--- src/rtl/regfile_write_arbiter_if.sv ---
// Signal bundle between the core writeback path, the host poke port and the
// register database write port that the arbiter multiplexes.
interface regfile_write_arbiter_if;
  logic        coreRegWrite;
  logic [4:0]  coreWriteRegister;
  logic [31:0] coreWriteData;
  logic        hostValid;
  logic        hostReady;
  logic [4:0]  hostRegister;
  logic [31:0] hostData;
  logic        hostDone;
  logic        coreStall;
  logic        regWrite;
  logic [4:0]  writeRegister;
  logic [31:0] writeData;

  modport master (
    output coreRegWrite, coreWriteRegister, coreWriteData,
    output hostValid, hostRegister, hostData,
    input  hostReady, hostDone, coreStall,
    input  regWrite, writeRegister, writeData
  );

  modport slave (
    input  coreRegWrite, coreWriteRegister, coreWriteData,
    input  hostValid, hostRegister, hostData,
    output hostReady, hostDone, coreStall,
    output regWrite, writeRegister, writeData
  );
endinterface

--- src/rtl/regfile_write_arbiter.sv ---
// Core-priority arbiter for the register database write port with a one-entry
// host buffer and starvation-forced host writes. REGFILE_ARB_STATS_EN adds counters.
module regfile_write_arbiter #(
  parameter int unsigned STARVE_LIMIT = 4,
  parameter int unsigned WAIT_WIDTH   = 4
) (
  input  logic                   clk,
  input  logic                   reset,
  regfile_write_arbiter_if.slave bus
`ifdef REGFILE_ARB_STATS_EN
  ,
  output logic [31:0]            hostWriteCount,
  output logic [31:0]            forcedStallCount
`endif
);

  typedef enum logic [1:0] {
    IDLE    = 2'd0,
    PENDING = 2'd1,
    FORCE   = 2'd2
  } state_e;

  localparam logic [WAIT_WIDTH-1:0] LIMIT = WAIT_WIDTH'(STARVE_LIMIT);
  localparam logic [WAIT_WIDTH-1:0] ONE   = {{(WAIT_WIDTH-1){1'b0}}, 1'b1};

  state_e                state_q, state_d;
  logic [4:0]            buf_addr_q, buf_addr_d;
  logic [31:0]           buf_data_q, buf_data_d;
  logic [WAIT_WIDTH-1:0] wait_q, wait_d;
  logic                  host_done_q, host_done_d;
  logic                  host_slot_s;
  logic [WAIT_WIDTH-1:0] wait_inc_s;

  assign wait_inc_s  = (wait_q >= LIMIT) ? LIMIT : (wait_q + ONE);
  // The buffer owns the port when the core is idle in PENDING, or unconditionally in FORCE.
  assign host_slot_s = ((state_q == PENDING) && !bus.coreRegWrite) || (state_q == FORCE);

  // Next-state, buffer capture and starvation counting.
  always_comb begin
    state_d     = state_q;
    buf_addr_d  = buf_addr_q;
    buf_data_d  = buf_data_q;
    wait_d      = wait_q;
    host_done_d = 1'b0;
    case (state_q)
      IDLE: begin
        if (bus.hostValid) begin
          buf_addr_d = bus.hostRegister;
          buf_data_d = bus.hostData;
          wait_d     = '0;
          state_d    = PENDING;
        end else begin
          state_d = IDLE;
        end
      end
      PENDING: begin
        if (!bus.coreRegWrite) begin
          state_d     = IDLE;
          host_done_d = 1'b1;
        end else begin
          wait_d = wait_inc_s;
          if (wait_inc_s == LIMIT) begin
            state_d = FORCE;
          end else begin
            state_d = PENDING;
          end
        end
      end
      FORCE: begin
        state_d     = IDLE;
        host_done_d = 1'b1;
      end
      default: begin
        state_d = IDLE;
      end
    endcase
  end

  // Write-port mux; a buffered write to register 0 keeps its slot but is not enabled.
  always_comb begin
    bus.regWrite      = bus.coreRegWrite;
    bus.writeRegister = bus.coreWriteRegister;
    bus.writeData     = bus.coreWriteData;
    if (host_slot_s) begin
      bus.regWrite      = (buf_addr_q != 5'd0);
      bus.writeRegister = buf_addr_q;
      bus.writeData     = buf_data_q;
    end else begin
      bus.regWrite      = bus.coreRegWrite;
      bus.writeRegister = bus.coreWriteRegister;
      bus.writeData     = bus.coreWriteData;
    end
  end

  assign bus.hostReady = (state_q == IDLE);
  assign bus.coreStall = (state_q == FORCE);
  assign bus.hostDone  = host_done_q;

  // FSM state, buffer and handshake flops.
  always_ff @(posedge clk or negedge reset) begin
    if (!reset) begin
      state_q     <= IDLE;
      buf_addr_q  <= 5'd0;
      buf_data_q  <= 32'd0;
      wait_q      <= '0;
      host_done_q <= 1'b0;
    end else begin
      state_q     <= state_d;
      buf_addr_q  <= buf_addr_d;
      buf_data_q  <= buf_data_d;
      wait_q      <= wait_d;
      host_done_q <= host_done_d;
    end
  end

`ifdef REGFILE_ARB_STATS_EN
  logic [31:0] host_cnt_q, host_cnt_d;
  logic [31:0] force_cnt_q, force_cnt_d;

  // Host count moves together with the hostDone pulse; forced count at the end of FORCE.
  always_comb begin
    host_cnt_d  = host_done_d ? (host_cnt_q + 32'd1) : host_cnt_q;
    force_cnt_d = (state_q == FORCE) ? (force_cnt_q + 32'd1) : force_cnt_q;
  end

  // Statistics counters, wrapping at 2^32.
  always_ff @(posedge clk or negedge reset) begin
    if (!reset) begin
      host_cnt_q  <= 32'd0;
      force_cnt_q <= 32'd0;
    end else begin
      host_cnt_q  <= host_cnt_d;
      force_cnt_q <= force_cnt_d;
    end
  end

  assign hostWriteCount   = host_cnt_q;
  assign forcedStallCount = force_cnt_q;
`endif

endmodule
--- src/flat_wrapper.sv ---
// flat-port wrapper written by rule: the top's interface ports become plain ports
module regfile_write_arbiter_flat 
#(
  parameter int unsigned STARVE_LIMIT = 4,
  parameter int unsigned WAIT_WIDTH   = 4
)
  (clk, reset, bus_coreRegWrite, bus_coreWriteRegister, bus_coreWriteData, bus_hostValid, bus_hostRegister, bus_hostData, bus_hostReady, bus_hostDone, bus_coreStall, bus_regWrite, bus_writeRegister, bus_writeData);
  regfile_write_arbiter_if bus_i ();
  input  logic clk;
  input  logic reset;
  input wire logic [$bits(bus_i.coreRegWrite)-1:0] bus_coreRegWrite;
  input wire logic [$bits(bus_i.coreWriteRegister)-1:0] bus_coreWriteRegister;
  input wire logic [$bits(bus_i.coreWriteData)-1:0] bus_coreWriteData;
  input wire logic [$bits(bus_i.hostValid)-1:0] bus_hostValid;
  input wire logic [$bits(bus_i.hostRegister)-1:0] bus_hostRegister;
  input wire logic [$bits(bus_i.hostData)-1:0] bus_hostData;
  output wire logic [$bits(bus_i.hostReady)-1:0] bus_hostReady;
  output wire logic [$bits(bus_i.hostDone)-1:0] bus_hostDone;
  output wire logic [$bits(bus_i.coreStall)-1:0] bus_coreStall;
  output wire logic [$bits(bus_i.regWrite)-1:0] bus_regWrite;
  output wire logic [$bits(bus_i.writeRegister)-1:0] bus_writeRegister;
  output wire logic [$bits(bus_i.writeData)-1:0] bus_writeData;
  assign bus_i.coreRegWrite = bus_coreRegWrite;
  assign bus_i.coreWriteRegister = bus_coreWriteRegister;
  assign bus_i.coreWriteData = bus_coreWriteData;
  assign bus_i.hostValid = bus_hostValid;
  assign bus_i.hostRegister = bus_hostRegister;
  assign bus_i.hostData = bus_hostData;
  assign bus_hostReady = bus_i.hostReady;
  assign bus_hostDone = bus_i.hostDone;
  assign bus_coreStall = bus_i.coreStall;
  assign bus_regWrite = bus_i.regWrite;
  assign bus_writeRegister = bus_i.writeRegister;
  assign bus_writeData = bus_i.writeData;
  regfile_write_arbiter #(.STARVE_LIMIT(STARVE_LIMIT), .WAIT_WIDTH(WAIT_WIDTH)) u_core (.clk(clk), .reset(reset), .bus(bus_i));
endmodule
--- config.mk ---
export PLATFORM = sky130hd
export DESIGN_NAME = regfile_write_arbiter_flat
export DESIGN_NICKNAME = d
export VERILOG_FILES = /design/src/rtl/regfile_write_arbiter_if.sv /design/src/rtl/regfile_write_arbiter.sv /design/src/flat_wrapper.sv
export SDC_FILE = /design/constraint.sdc
export NUM_CORES = 1
export LEC_CHECK = 0
export CORE_MARGIN = 1
export CORE_UTILIZATION = 39
export DETAILED_ROUTE_END_ITERATION = 7
export GPL_ROUTABILITY_DRIVEN = 0
export PLACE_DENSITY = 0.8
export SYNTH_ARGS = -nofsm -noshare
export SYNTH_HDL_FRONTEND = slang
export SYNTH_SLANG_ARGS = --single-unit
export TNS_END_PERCENT = 10
--- constraint.sdc ---
create_clock -name clk -period 2.1 [get_ports clk]
set_input_delay 0.315 -clock clk [delete_from_list [all_inputs] [get_ports clk]]
set_output_delay 0.315 -clock clk [all_outputs]
set_load 0.05 [all_outputs]
==> impl_metrics.json <==
{
  "cts.sinks": 44,
  "die_w_um": 77.46,
  "yosysWarnings": 0,
  "relSlewSlack": 0.6321,
  "seq_area_frac_synth": 0.4958,
  "vdd_drop_max_mv": 0.4874,
  "area_growth_pct": 80.51,
  "antenna_found_initial": 0,
  "place_area_mm2": 0.003480,
  "vias": 1783,
  "grt_use_total": 0.1752,
  "critPathMaxStageDelay_ns": 0.37,
  "grt_pass1_vias": 1791,
  "num_rows": 27,
  "drc": 0,
  "avgRoutedWirePerCell_um": 15.63,
  "fin_crit_ns": 2.325,
  "failed_checks": "negative setup slack",
  "leakage_nw": 1.807,
  "diodes": 0,
  "start_util": 0.4033,
  "synth.area.top_cells": "dfrtp_1, mux2_2, mux2_4",
  "synth_cell_types": 22,
  "antenna_left": 0,
  "rsz0062_at_grt": "true",
  "die_h_um": 77.46,
  "clk_path_buf_depth": 2,
  "viasPerCell": 4.953,
  "drive_gt1_frac": 0.5069,
  "dieArea_mm2": 0.006000,
  "fmax_mhz": 430.1,
  "timing.final.ws_setup_ns": -0.2251,
  "cap_violations": 0,
  "hpwlAfterDp_um": 3823,
  "syn-mean-instance-area_um2": 14.42,
  "num-nets-final": 369,
  "clkLatencyLatePin_ns": 0.29,
  "worst_pin_slew_ns": 0.5518,
  "crit_slowest_cell": "dfrtp_1",
  "overflow": 0,
  "synthArstFlopShare": 1.000,
  "hold_violations": 0,
  "hold_class": "input pin to async pin",
  "ys_ff_latch": 44,
  "skew_ns": 0.005251,
  "crit_fanout": 7,
  "total_power_mw": 4.079,
  "port_buffers": 118,
  "final_area_mm2": 0.004009,
  "grt_pass1_wl_um": 8224,
  "crit_chain": "inv_2, ha_4, and2b_2, nor2_4, buf_12, clkbuf_16, mux2_4, buf_8",
  "first_pass_iters": 4,
  "synth-edff-count": 0,
  "clk_pin_slew_ns": 0.08,
  "drt_iter0_drc": 30,
  "worst_setup_path_start_kind": "flip-flop",
  "cellPowerDensity_mw_per_mm2": 1017,
  "cts_made_buffers": 5,
  "r2r_slack_ns": 0.32,
  "outcome": "finished, violations left",
  "cts-root-buf": "clkbuf_8",
  "tritoncts": "yes",
  "synth_top_area_frac": 0.4958,
  "totalWireLength_um": 5625,
  "ys.flop_type": "dfrtp_1",
  "required_ns": 1.78,
  "slew_viol_final": 0,
  "grt_max_degree": 45,
  "cp.arrival_ns": 2.01,
  "postSynthCellCount": 154,
  "finalSetupViolations": 38,
  "finalCritPeriodShare": 1.107,
  "critPathKind": "flip-flop to primary output",
  "syn_area_mm2": 0.002221,
  "fill_cells": 385,
  "synth_fp_nets": 236,
  "boundaryPins": 119,
  "core_area_mm2": 0.005507,
  "yosysTopAreaCell": "dfrtp_1",
  "htreeDepth": 2,
  "cp-end-kind": "primary output"
}
[worst max-delay path, delay by kind of cell (launching register included)]
kind / cells / cell delay (ns)
adder cells (fa/ha/maj): 1 / 0.16
buffers and inverters: 4 / 0.53
AND/OR/NAND/NOR: 2 / 0.34
flip-flops: 1 / 0.37
multiplexers: 1 / 0.31
[state kept, by name, summed over array words and instances (netlist names)]
name / count
u_core.bus.hostDone: 1
u_core.buf_data_q: 32
u_core.state_q: 2
u_core.buf_addr_q: 5
u_core.wait_q: 4
[metal layers]
metal	GRT usage	routed length [µm]	share of wire	vias to the layer above
li1	-	-	-	821
met1	0.2056	2362	0.42	875
met2	0.3124	2842	0.51	83
met3	0.04941	380	0.068	4
met4	0.04528	40	0.0071	0
met5	0	0	0	-
[report_power, final]
part	total [mW]	switching, mW	internal, mW	leakage [nW]
Sequential	1.30	0.164	1.13	0.525
Clock	0.532	0.264	0.268	0.0455
Combinational	2.25	1.07	1.18	1.24
Total	4.08	1.50	2.58	1.81
[stage by stage]
stage,utilization,setup TNS [ns],setup WS [ns],cells,hold WS (ns)
after global placement,0.6319,-2.218,-0.08075,344,0.4314
final,0.7280,-7.569,-0.2251,360,0.09230
after detailed placement,0.6319,-4.628,-0.1538,344,0.4312
after global routing,0.7280,-10.23,-0.2983,360,0.1522
after floorplan,-,0,0.1137,154,0.01941
after CTS,0.6483,-8.399,-0.2543,352,0.1111
[synthesized netlist by cell type, types with 2 or more instances]
cell	number
mux2_2	68
dfrtp_1	44
mux2_4	8
buf_2	6
ha_1	4
nand2_1	3
nor2b_1	3
buf_6	2
inv_1	2
o21ai_0	2
[layout make-up]
type                       count  area, µm²  area share
sequential                    44       1101      0.2747
clock buffer                   8      90.09     0.02247
multi-input combinational    100       1165      0.2906
timing repair buffer         134       1555      0.3880
inverter                       2      7.507    0.001873
tap                           72      90.09     0.02247
[placed cells by master (no fill, tap or decap), drive strengths merged]
| master | instances |
|---|---|
| mux2 | 76 |
| dfrtp | 44 |
| o21ai | 2 |
| o21a | 1 |
| o32a | 1 |
| nand2 | 3 |
| and3 | 1 |
| nand2b | 1 |
| and2b | 1 |
| nor2 | 2 |
| inv | 2 |
| buf | 54 |
| ha | 4 |
| nor2b | 3 |
| o31a | 1 |
| clkdlybuf4s50 | 77 |
| clkbuf | 11 |
| a21oi | 1 |
| or3 | 1 |
| or4 | 1 |
| nor4b | 1 |
[path summary, 6_finish.rpt]
path                                       start                    end  cells after the start
setup / recovery               u_core.state_q[1]       bus_writeData[7]                      8
hold / removal                             reset  u_core.buf_data_q[22]                      2
setup reg to reg               u_core.state_q[0]       u_core.wait_q[0]                      6
hold reg to reg            u_core.buf_data_q[16]  u_core.buf_data_q[16]                      1
max in group asynchronous                  reset   u_core.buf_addr_q[0]                      2
min in group clk           u_core.buf_data_q[16]  u_core.buf_data_q[16]                      1
[logic make-up after synthesis]
family | Yosys count | synth area share
mux | 76 | 0.3989
simple gates | 14 | 0.03719
compound gates | 6 | 0.01859
flops | 44 | 0.4958
buf+inv | 10 | 0.02704
fa+ha+maj | 4 | 0.02254
[timing repair]
action,4_1_cts,5_1_grt
gates resized for setup,0,82
pin swaps,0,4
buffers inserted,0,4
hold buffers,0,0
setup endpoints to repair,38,38
cloned,0,4
(Power assumes the default switching activity.)
